==> src/rtl/rll_key_loader.sv <==
// Serial key loader for RLL-locked netlists: shifts a parity-protected key in over a
// valid/ready bit stream and exposes it on key_out only once it has been verified.
`timescale 1ns/1ps

module rll_key_loader #(
   parameter int KEY_W        = 16,
   parameter int TIMEOUT      = 64,
   parameter int MAX_FAIL     = 3,
   parameter bit ALLOW_RELOAD = 1'b0
) (
   input  logic             clk,
   input  logic             rst,
   input  logic             load_start,
   input  logic             zeroize,
   input  logic             ser_data,
   input  logic             ser_valid,
   output logic             ser_ready,
   output logic [KEY_W-1:0] key_out,
   output logic             key_valid,
   output logic             load_err,
   output logic             lockout,
   output logic             busy
);

   localparam int CNT_W  = $clog2(KEY_W + 1);
   localparam int TMO_W  = $clog2(TIMEOUT + 1);
   localparam int FAIL_W = $clog2(MAX_FAIL + 1);

   typedef enum logic [2:0] {
      ST_IDLE,
      ST_SHIFT,
      ST_CHECK,
      ST_LOCKED,
      ST_ERROR,
      ST_LOCKOUT
   } state_t;

   state_t              state_q, state_d;
   logic [KEY_W-1:0]    shadow_q, shadow_d;
   logic                parity_q, parity_d;
   logic [CNT_W-1:0]    bit_cnt_q, bit_cnt_d;
   logic [TMO_W-1:0]    tmo_cnt_q, tmo_cnt_d;
   logic [FAIL_W-1:0]   fail_cnt_q, fail_cnt_d;
   logic [KEY_W-1:0]    key_q, key_d;
   logic                key_valid_q, key_valid_d;
   logic                load_err_q, load_err_d;
   logic                lockout_q, lockout_d;
   logic                ser_ready_q, ser_ready_d;
   logic                busy_q, busy_d;

   logic                accept;
   logic                start_evt;
   logic                fail_evt;
   logic [FAIL_W-1:0]   fail_inc;

   assign accept   = ser_valid && ser_ready_q;
   assign fail_inc = fail_cnt_q + FAIL_W'(1);

   always_comb begin
      state_d     = state_q;
      shadow_d    = shadow_q;
      parity_d    = parity_q;
      bit_cnt_d   = bit_cnt_q;
      tmo_cnt_d   = tmo_cnt_q;
      fail_cnt_d  = fail_cnt_q;
      key_d       = key_q;
      key_valid_d = key_valid_q;
      load_err_d  = load_err_q;
      start_evt   = 1'b0;
      fail_evt    = 1'b0;

      // zeroize wins over everything except a lockout, and never touches fail_cnt
      if (zeroize && (state_q != ST_LOCKOUT)) begin
         state_d     = ST_IDLE;
         key_d       = '0;
         key_valid_d = 1'b0;
         load_err_d  = 1'b0;
      end else begin
         case (state_q)
            ST_IDLE: begin
               if (load_start) start_evt = 1'b1;
            end
            ST_SHIFT: begin
               if (accept) begin
                  tmo_cnt_d = '0;
                  if (bit_cnt_q < CNT_W'(KEY_W)) begin
                     for (int i = 0; i < KEY_W; i++) begin
                        if (bit_cnt_q == CNT_W'(i)) shadow_d[i] = ser_data;
                     end
                     bit_cnt_d = bit_cnt_q + CNT_W'(1);
                  end else begin
                     parity_d = ser_data;
                     state_d  = ST_CHECK;
                  end
               end else if (tmo_cnt_q == TMO_W'(TIMEOUT - 1)) begin
                  fail_evt = 1'b1;
               end else begin
                  tmo_cnt_d = tmo_cnt_q + TMO_W'(1);
               end
            end
            ST_CHECK: begin
               if ((^shadow_q ^ parity_q) == 1'b0) begin
                  key_d       = shadow_q;
                  key_valid_d = 1'b1;
                  fail_cnt_d  = '0;
                  state_d     = ST_LOCKED;
               end else begin
                  fail_evt = 1'b1;
               end
            end
            ST_LOCKED: begin
               if (ALLOW_RELOAD && load_start) begin
                  key_d       = '0;
                  key_valid_d = 1'b0;
                  start_evt   = 1'b1;
               end
            end
            ST_ERROR: begin
               if (load_start) start_evt = 1'b1;
            end
            ST_LOCKOUT: begin
               state_d = ST_LOCKOUT;
            end
            default: begin
               state_d = ST_IDLE;
            end
         endcase

         if (start_evt) begin
            state_d    = ST_SHIFT;
            bit_cnt_d  = '0;
            shadow_d   = '0;
            tmo_cnt_d  = '0;
            load_err_d = 1'b0;
         end

         if (fail_evt) begin
            load_err_d = 1'b1;
            fail_cnt_d = fail_inc;
            if (fail_inc == FAIL_W'(MAX_FAIL)) begin
               state_d     = ST_LOCKOUT;
               key_d       = '0;
               key_valid_d = 1'b0;
            end else begin
               state_d = ST_ERROR;
            end
         end
      end

      // status outputs are registered copies of the next state
      ser_ready_d = (state_d == ST_SHIFT);
      busy_d      = (state_d == ST_SHIFT) || (state_d == ST_CHECK);
      lockout_d   = (state_d == ST_LOCKOUT);
   end

   always_ff @(posedge clk) begin
      if (rst) begin
         state_q     <= ST_IDLE;
         shadow_q    <= '0;
         parity_q    <= 1'b0;
         bit_cnt_q   <= '0;
         tmo_cnt_q   <= '0;
         fail_cnt_q  <= '0;
         key_q       <= '0;
         key_valid_q <= 1'b0;
         load_err_q  <= 1'b0;
         lockout_q   <= 1'b0;
         ser_ready_q <= 1'b0;
         busy_q      <= 1'b0;
      end else begin
         state_q     <= state_d;
         shadow_q    <= shadow_d;
         parity_q    <= parity_d;
         bit_cnt_q   <= bit_cnt_d;
         tmo_cnt_q   <= tmo_cnt_d;
         fail_cnt_q  <= fail_cnt_d;
         key_q       <= key_d;
         key_valid_q <= key_valid_d;
         load_err_q  <= load_err_d;
         lockout_q   <= lockout_d;
         ser_ready_q <= ser_ready_d;
         busy_q      <= busy_d;
      end
   end

   assign key_out   = key_q;
   assign key_valid = key_valid_q;
   assign load_err  = load_err_q;
   assign lockout   = lockout_q;
   assign ser_ready = ser_ready_q;
   assign busy      = busy_q;

endmodule

==> config.mk <==
export PLATFORM = sky130hd
export DESIGN_NAME = rll_key_loader
export DESIGN_NICKNAME = d
export VERILOG_FILES = /design/src/rtl/rll_key_loader.sv
export SDC_FILE = /design/constraint.sdc
export NUM_CORES = 1
export LEC_CHECK = 0
export ABC_CLOCK_PERIOD_IN_PS = 2270
export CAP_MARGIN = 40
export CORE_ASPECT_RATIO = 1.4
export CORE_MARGIN = 2
export CORE_UTILIZATION = 51
export CTS_CLUSTER_SIZE = 16
export DETAILED_ROUTE_END_ITERATION = 12
export PLACE_DENSITY = 0.76
export SLEW_MARGIN = 10
export SYNTH_ARGS = -nofsm -noshare
export SYNTH_HDL_FRONTEND = slang
export SYNTH_SLANG_ARGS = --single-unit
==> constraint.sdc <==
create_clock -name clk -period 2.27 [get_ports clk]
set_input_delay 0.3405 -clock clk [delete_from_list [all_inputs] [get_ports clk]]
set_output_delay 0.3405 -clock clk [all_outputs]
set_load 0.02 [all_outputs]
---- Word level (Yosys, flattened, before mapping) ----
Cells that the tools add are included.
operators by class
  add/sub/neg operators ................... 3
  $lt $le $gt $ge ......................... 1
  multiplexer cells ....................... 57
  bitwise operators ....................... 3
  reductions and logical operators ........ 50
  eq/ne operators ......................... 28
operators with widths
  cell                                                 number
  two-way mux 16 bit                                   8
  AND reduction 5 bit                                  16
  nonzero test 2 bit                                   21
  equality test 5 x 4 -> 1 bit, second input constant  8
  two-way mux 1 bit                                    30
  two-way mux 7 bit                                    4
  equality test 5 x 3 -> 1 bit, second input constant  4
  two-way mux 5 bit                                    4
  two-way mux 3 bit                                    6
  XOR reduction 16 bit                                 1
  one-hot mux 3 bit (4 select lines)                   1
  equality test 5 x 2 -> 1 bit, second input constant  2
  equality test 3 x 2 -> 1 bit, second input constant  3
  equality test 3 bit, second input constant           3
  AND reduction 4 bit                                  2
  adder 7 x 1 -> 7 bit, second input constant          1
  equality test 7 x 6 -> 1 bit, second input constant  1
  equality test 3 x 1 -> 1 bit, second input constant  2
  two-way mux 2 bit                                    3
  AND reduction 3 bit                                  2
  adder 5 x 1 -> 5 bit, second input constant          1
  equality test 5 x 1 -> 1 bit, second input constant  1
  zero test 5 bit                                      1
  < comparator 5 bit, second input constant            1
  13 further kinds                                     16
word-level totals
  register bits ........................... 55
  output and inout port bits .............. 21

---- Longest topological paths before layout ----
Gate-level depths: netlist of run 1.
  depth in word-level cells ............... 9
  mapped depth ............................ 9

---- Worst setup path after synthesis of run 1 ----
No wires, ideal clock.
  path type ............................... register to register
  from .................................... register shadow_q[12]
  to ...................................... register key_q[0] (netlist: key_out[0])
  clock period less this slack ............ 2260 ps
  arrival time ............................ 2145 ps
  setup slack ............................. 10 ps
  required time ........................... 2155 ps
  setup time .............................. 115 ps
  buffers on the path ..................... 1
  stages on the path, launching flop included .. 8
  cells stage by stage .................... dfxtp_1 > xnor2_1 > xnor3_1 > or4b_4 > mux2i_4 > buf_12 > mux2i_1 > nor2_2
between the ends
  word-level cells in the longest chain between the ends .. 6
RTL lines
  element                                                                   RTL line  source
  from (decl)                                                               39        logic [KEY_W-1:0] shadow_q, shadow_d;
  from (signal assigned)                                                    172       shadow_q <= shadow_d;
  XOR reduction 16 bit *                                                    102       if ((^shadow_q ^ parity_q) == 1'b0) begin
  XOR 1 bit *                                                               102
  two-way mux 1 bit or two-way mux 16 bit (tied branches)                   102
  one-hot mux 1 bit (2 select lines) or two-way mux 16 bit (tied branches)  79        case (state_q)
  two-way mux 1 bit or two-way mux 16 bit (tied branches)                   73, 140
  two-way mux 16 bit *                                                      137       if (fail_evt) begin
  to (signal assigned)                                                      177       key_q <= key_d;
  to (decl)                                                                 44        logic [KEY_W-1:0] key_q, key_d;
Every way passes the cells marked *; elsewhere a longest branch is shown, timed or not. The select of a mux whose other input is x is not followed.
A chain may end at the register's enable or synchronous reset.

---- Worst setup path in the final report of run 1 ----
  from .................................... register shadow_q[12]
  to ...................................... register key_q[12] (netlist: key_out[12])
between the ends
  word-level cells in the longest chain between the ends .. 6
RTL lines
  element                                                                   RTL line
  XOR reduction 16 bit                                                      102
  XOR 1 bit                                                                 102
  two-way mux 1 bit or two-way mux 16 bit (tied branches)                   102
  one-hot mux 1 bit (2 select lines) or two-way mux 16 bit (tied branches)  79
  two-way mux 1 bit or two-way mux 16 bit (tied branches)                   73, 140
  two-way mux 16 bit *                                                      137
Marks and branches as above.

==> results.cfg, run 1 <==
[placed_design]
port_buffers = 26
post-dp-hpwl_um = 3950
pre_cts_slack_ns = 0.00761
place_area_um2 = 3080
place_congestion = 0.885

[setup_path]
critPathTopFamily = XOR/XNOR gates
start_kind = register
ff2ff_setup_slack_ns = 0.02
cp_data_arrival_time_ns = 2.45
crit_required_ns = 2.48
cp_cell_sequence = xnor2_1, xnor3_1, or4b_4, mux2i_4, buf_12, mux2i_2, nor2_2
slowest_delay_ns = 0.54
cp_slowest_cell = or4b_4
crit_type = reg -> reg
critPathCapture = key_out[12]
r2r_end = key_out[12]
rr_startpoint = shadow_q[12]
cp_max_fo = 17
worst-path-stages = 7
endpoint_kind = register
worst-path-buf-inv = 1
reg2reg_depth = 7
startpoint = shadow_q[12]

[cells_and_area]
multiInputGateArea_um2 = 1470
fillers = 420
final-seq-area_um2 = 1100
antennaDiodeCount = 0
areaGrowthSynthToFinish_pct = 23.3
drive_gt1_share_pct = 16.4
fin_nets = 348
final_area_um2 = 3230

[min_path]
holdCritStartpoint = load_err
hold_class = reg -> reg

[timing]
skew_ns = 0.00656
fin_crit_sh_pct = 99.0
rsz0062_at_grt = true
setup_violations = 0
layout_min_cycle_time_ns = 2.25
hold_viol_final = 0
tightest_slew_ns = 0.566
setup_ws_ns = 0.0233
slew_headroom_pct = 61.7
drv_slew = 0
max_freq_mhz = 445

[floorplan]
core-area_um2 = 4920
die_width_um = 64.6
initial_core_util_pct = 53.4
die_h_um = 88.9
io_pins = 27
die_area_um2 = 5740
rows = 30

[synth]
synthFlopType = dfxtp_1
ys_seq_area_share_pct = 42.0
yosys_warnings = 0
ys_async_sr_fraction_pct = 0
avgSynthCellArea_um2 = 8.99
netlist_instances = 292
syn_nets = 305
synth.distinct_cells = 45
ys_ff_latch = 55
synthesis.area_um2 = 2620
synth_edf_count = 0

[cts]
path_clk_slew_ns = 0.09
cts_buffers = 5
cts_tree = built
h-tree-depth = 2
clock-root-buffer = clkbuf_8
postCtsHoldBufs = 0
cts_sinks = 55
clkLatencyLatePin_ns = 0.31
clock_path_buffers = 2

[detailed_routing]
via_count = 2170
wl_per_cell_um = 13.6
wl_um = 5430
drtIter0Drc = 103
dr.pass1.iters = 4
drc_errors = 0
drt-vias-per-instance = 5.43
drtAntennaViolNets = 0

[global_routing]
grt_max_degree = 18
first_global_vias = 2039
grt.overflow.total = 0
grt_antenna_before_repair = 0
track_usage_pct = 20.1
grt_pass1_wl_um = 8960

[pwr]
peakVddDrop_v = 0.000338
p_sw_share_pct = 22.7
p_seq_share_pct = 59.5
clockPowerShare_pct = 34.0
switchingPower_mw = 0.371
p_leak_nw = 1.16
power_density_nw_per_um2 = 505
combinationalPowerShare_pct = 6.5
power.internal_mw = 1.26

[run_status]
status = finished, final reports clean

[flow_run]
cap_viol_max_count = 0
cells in the final DEF, fill, tap and decap left out, drive strengths merged, types with 3 or more instances in the layout:
| master | instances |
|---|---|
| a21oi | 34 |
| clkdlybuf4s50 | 26 |
| clkbuf | 7 |
| inv | 5 |
| o21ai | 21 |
| nand3b | 4 |
| and3 | 7 |
| or3 | 3 |
| nand4 | 5 |
| xnor2 | 12 |
| nor3b | 3 |
| dfxtp | 55 |
| nor3 | 4 |
| nand2 | 22 |
| nor2 | 42 |
| xor2 | 7 |
| buf | 24 |
| mux2i | 21 |
| ha | 7 |
cells in the mapped netlist, drive strengths merged, types with 4 or more instances:
| master | number | area, um2 |
|---|---|---|
| mux2i | 21 | 226 |
| a21oi | 34 | 170 |
| nand3b | 4 | 30.0 |
| nor2 | 42 | 183 |
| and3 | 7 | 43.8 |
| nor3 | 4 | 20.0 |
| ha | 7 | 87.6 |
| xor2 | 7 | 61.3 |
| clkbuf | 11 | 41.3 |
| o21ai | 21 | 105 |
| nand2 | 22 | 82.6 |
| inv | 5 | 18.8 |
| xnor2 | 12 | 105 |
| dfxtp | 55 | 1100 |
| nand4 | 5 | 31.3 |
power groups by stage:
stage,registers [mW],clock network [mW],logic [mW]
floorplan,0.996,0,0.0618
global placement,0.995,0,0.104
detailed placement,0.995,0,0.105
CTS,0.972,0.571,0.106
global route,0.973,0.608,0.118
finish,0.972,0.556,0.106
routing by layer:
layer | up-vias | global-route usage [%] | routed length [um] | part of all wire [%]
met5 | - | 0 | 0 | 0
met3 | 8 | 4.20 | 174 | 3.2
li1 | 1099 | - | - | -
met1 | 1015 | 22.9 | 2330 | 43
met4 | 0 | 8.90 | 96 | 1.8
met2 | 48 | 36.2 | 2830 | 52
final cells by class:
type | count | area share [%]
repair buffers | 50 | 14.4
clock buffers | 7 | 2.67
flip-flops and latches | 55 | 34.1
clock inverters | 1 | 0.271
multi-input cells | 218 | 45.5
well taps | 64 | 2.48
inverters | 5 | 0.580
worst min-delay path, cell delays in order, from the launching register on:
cell and delay (ns):
dfxtp_1 0.33, nand2_1 0.05, a21oi_1 0.05
sequential cells by signal, indices dropped and copies added (netlist names):
register / flops
bit_cnt_q: 5
busy: 1
fail_cnt_q: 2
key_out: 16
key_valid: 1
load_err: 1
lockout: 1
parity_q: 1
ser_ready: 1
shadow_q: 16
state_q: 3
tmo_cnt_q: 7
how the worst min path moves through the flow:
stage | slack [ns] | cells past startpoint | end
after CTS | 0.48 | 2 | load_err
after global placement | 0.45 | 2 | key_valid
after global routing | 0.49 | 2 | load_err
after floorplan | 0.45 | 1 | fail_cnt_q[0]
after detailed placement | 0.46 | 2 | load_err
final | 0.47 | 2 | load_err
per-stage QoR:
stage          hold slack (ns)  std cells  util (%)  setup TNS, ns  power, mW
4_1_cts                  0.478        399      64.6         -0.148       1.65
5_1_grt                  0.491        400      65.8         -0.480       1.70
3_5_place_dp             0.458        391      62.7              0       1.10
6_report                 0.474        400      65.8              0       1.63
3_3_place_gp             0.448        391      62.7              0       1.10
2_1_floorplan            0.447        292         -              0       1.06
cells by family after synthesis:
family,after synthesis,synth area share (%)
flops,55,42.0
buf+inv,19,3.77
compound gates,66,14.1
simple gates,103,20.1
mux,21,8.63
fa+ha+maj,7,3.34
xor+xnor,21,8.06
timing repair:
action                                 CTS  global route
endpoints found under the hold margin    0             0
setup buffers                            0             1
pin swaps                                0             1
setup endpoints to repair               17            21
resized for setup                        0            10
No activity file was read; power rests on OpenSTA's default activity.
==> run 2: changes to the inputs <==
--- a/config.mk
+++ b/config.mk
@@ -12,6 +12,7 @@
 export CORE_UTILIZATION = 51
 export CTS_CLUSTER_SIZE = 16
 export DETAILED_ROUTE_END_ITERATION = 12
+export GPL_ROUTABILITY_DRIVEN = 0
 export PLACE_DENSITY = 0.76
 export SLEW_MARGIN = 10
 export SYNTH_ARGS = -nofsm -noshare
==> results of run 2 <==
Same layout as run 1: the final DEF is identical, and so are final timing and power.
==> run 3: changes to the inputs <==
--- a/config.mk
+++ b/config.mk
@@ -5,11 +5,11 @@
 export SDC_FILE = /design/constraint.sdc
 export NUM_CORES = 1
 export LEC_CHECK = 0
-export ABC_CLOCK_PERIOD_IN_PS = 2270
 export CAP_MARGIN = 40
 export CORE_ASPECT_RATIO = 1.4
 export CORE_MARGIN = 2
 export CORE_UTILIZATION = 51
+export CTS_CLUSTER_DIAMETER = 200
 export CTS_CLUSTER_SIZE = 16
 export DETAILED_ROUTE_END_ITERATION = 12
 export GPL_ROUTABILITY_DRIVEN = 0
==> results of run 3 <==
Same layout as run 1: the final DEF is identical, and so are final timing and power.
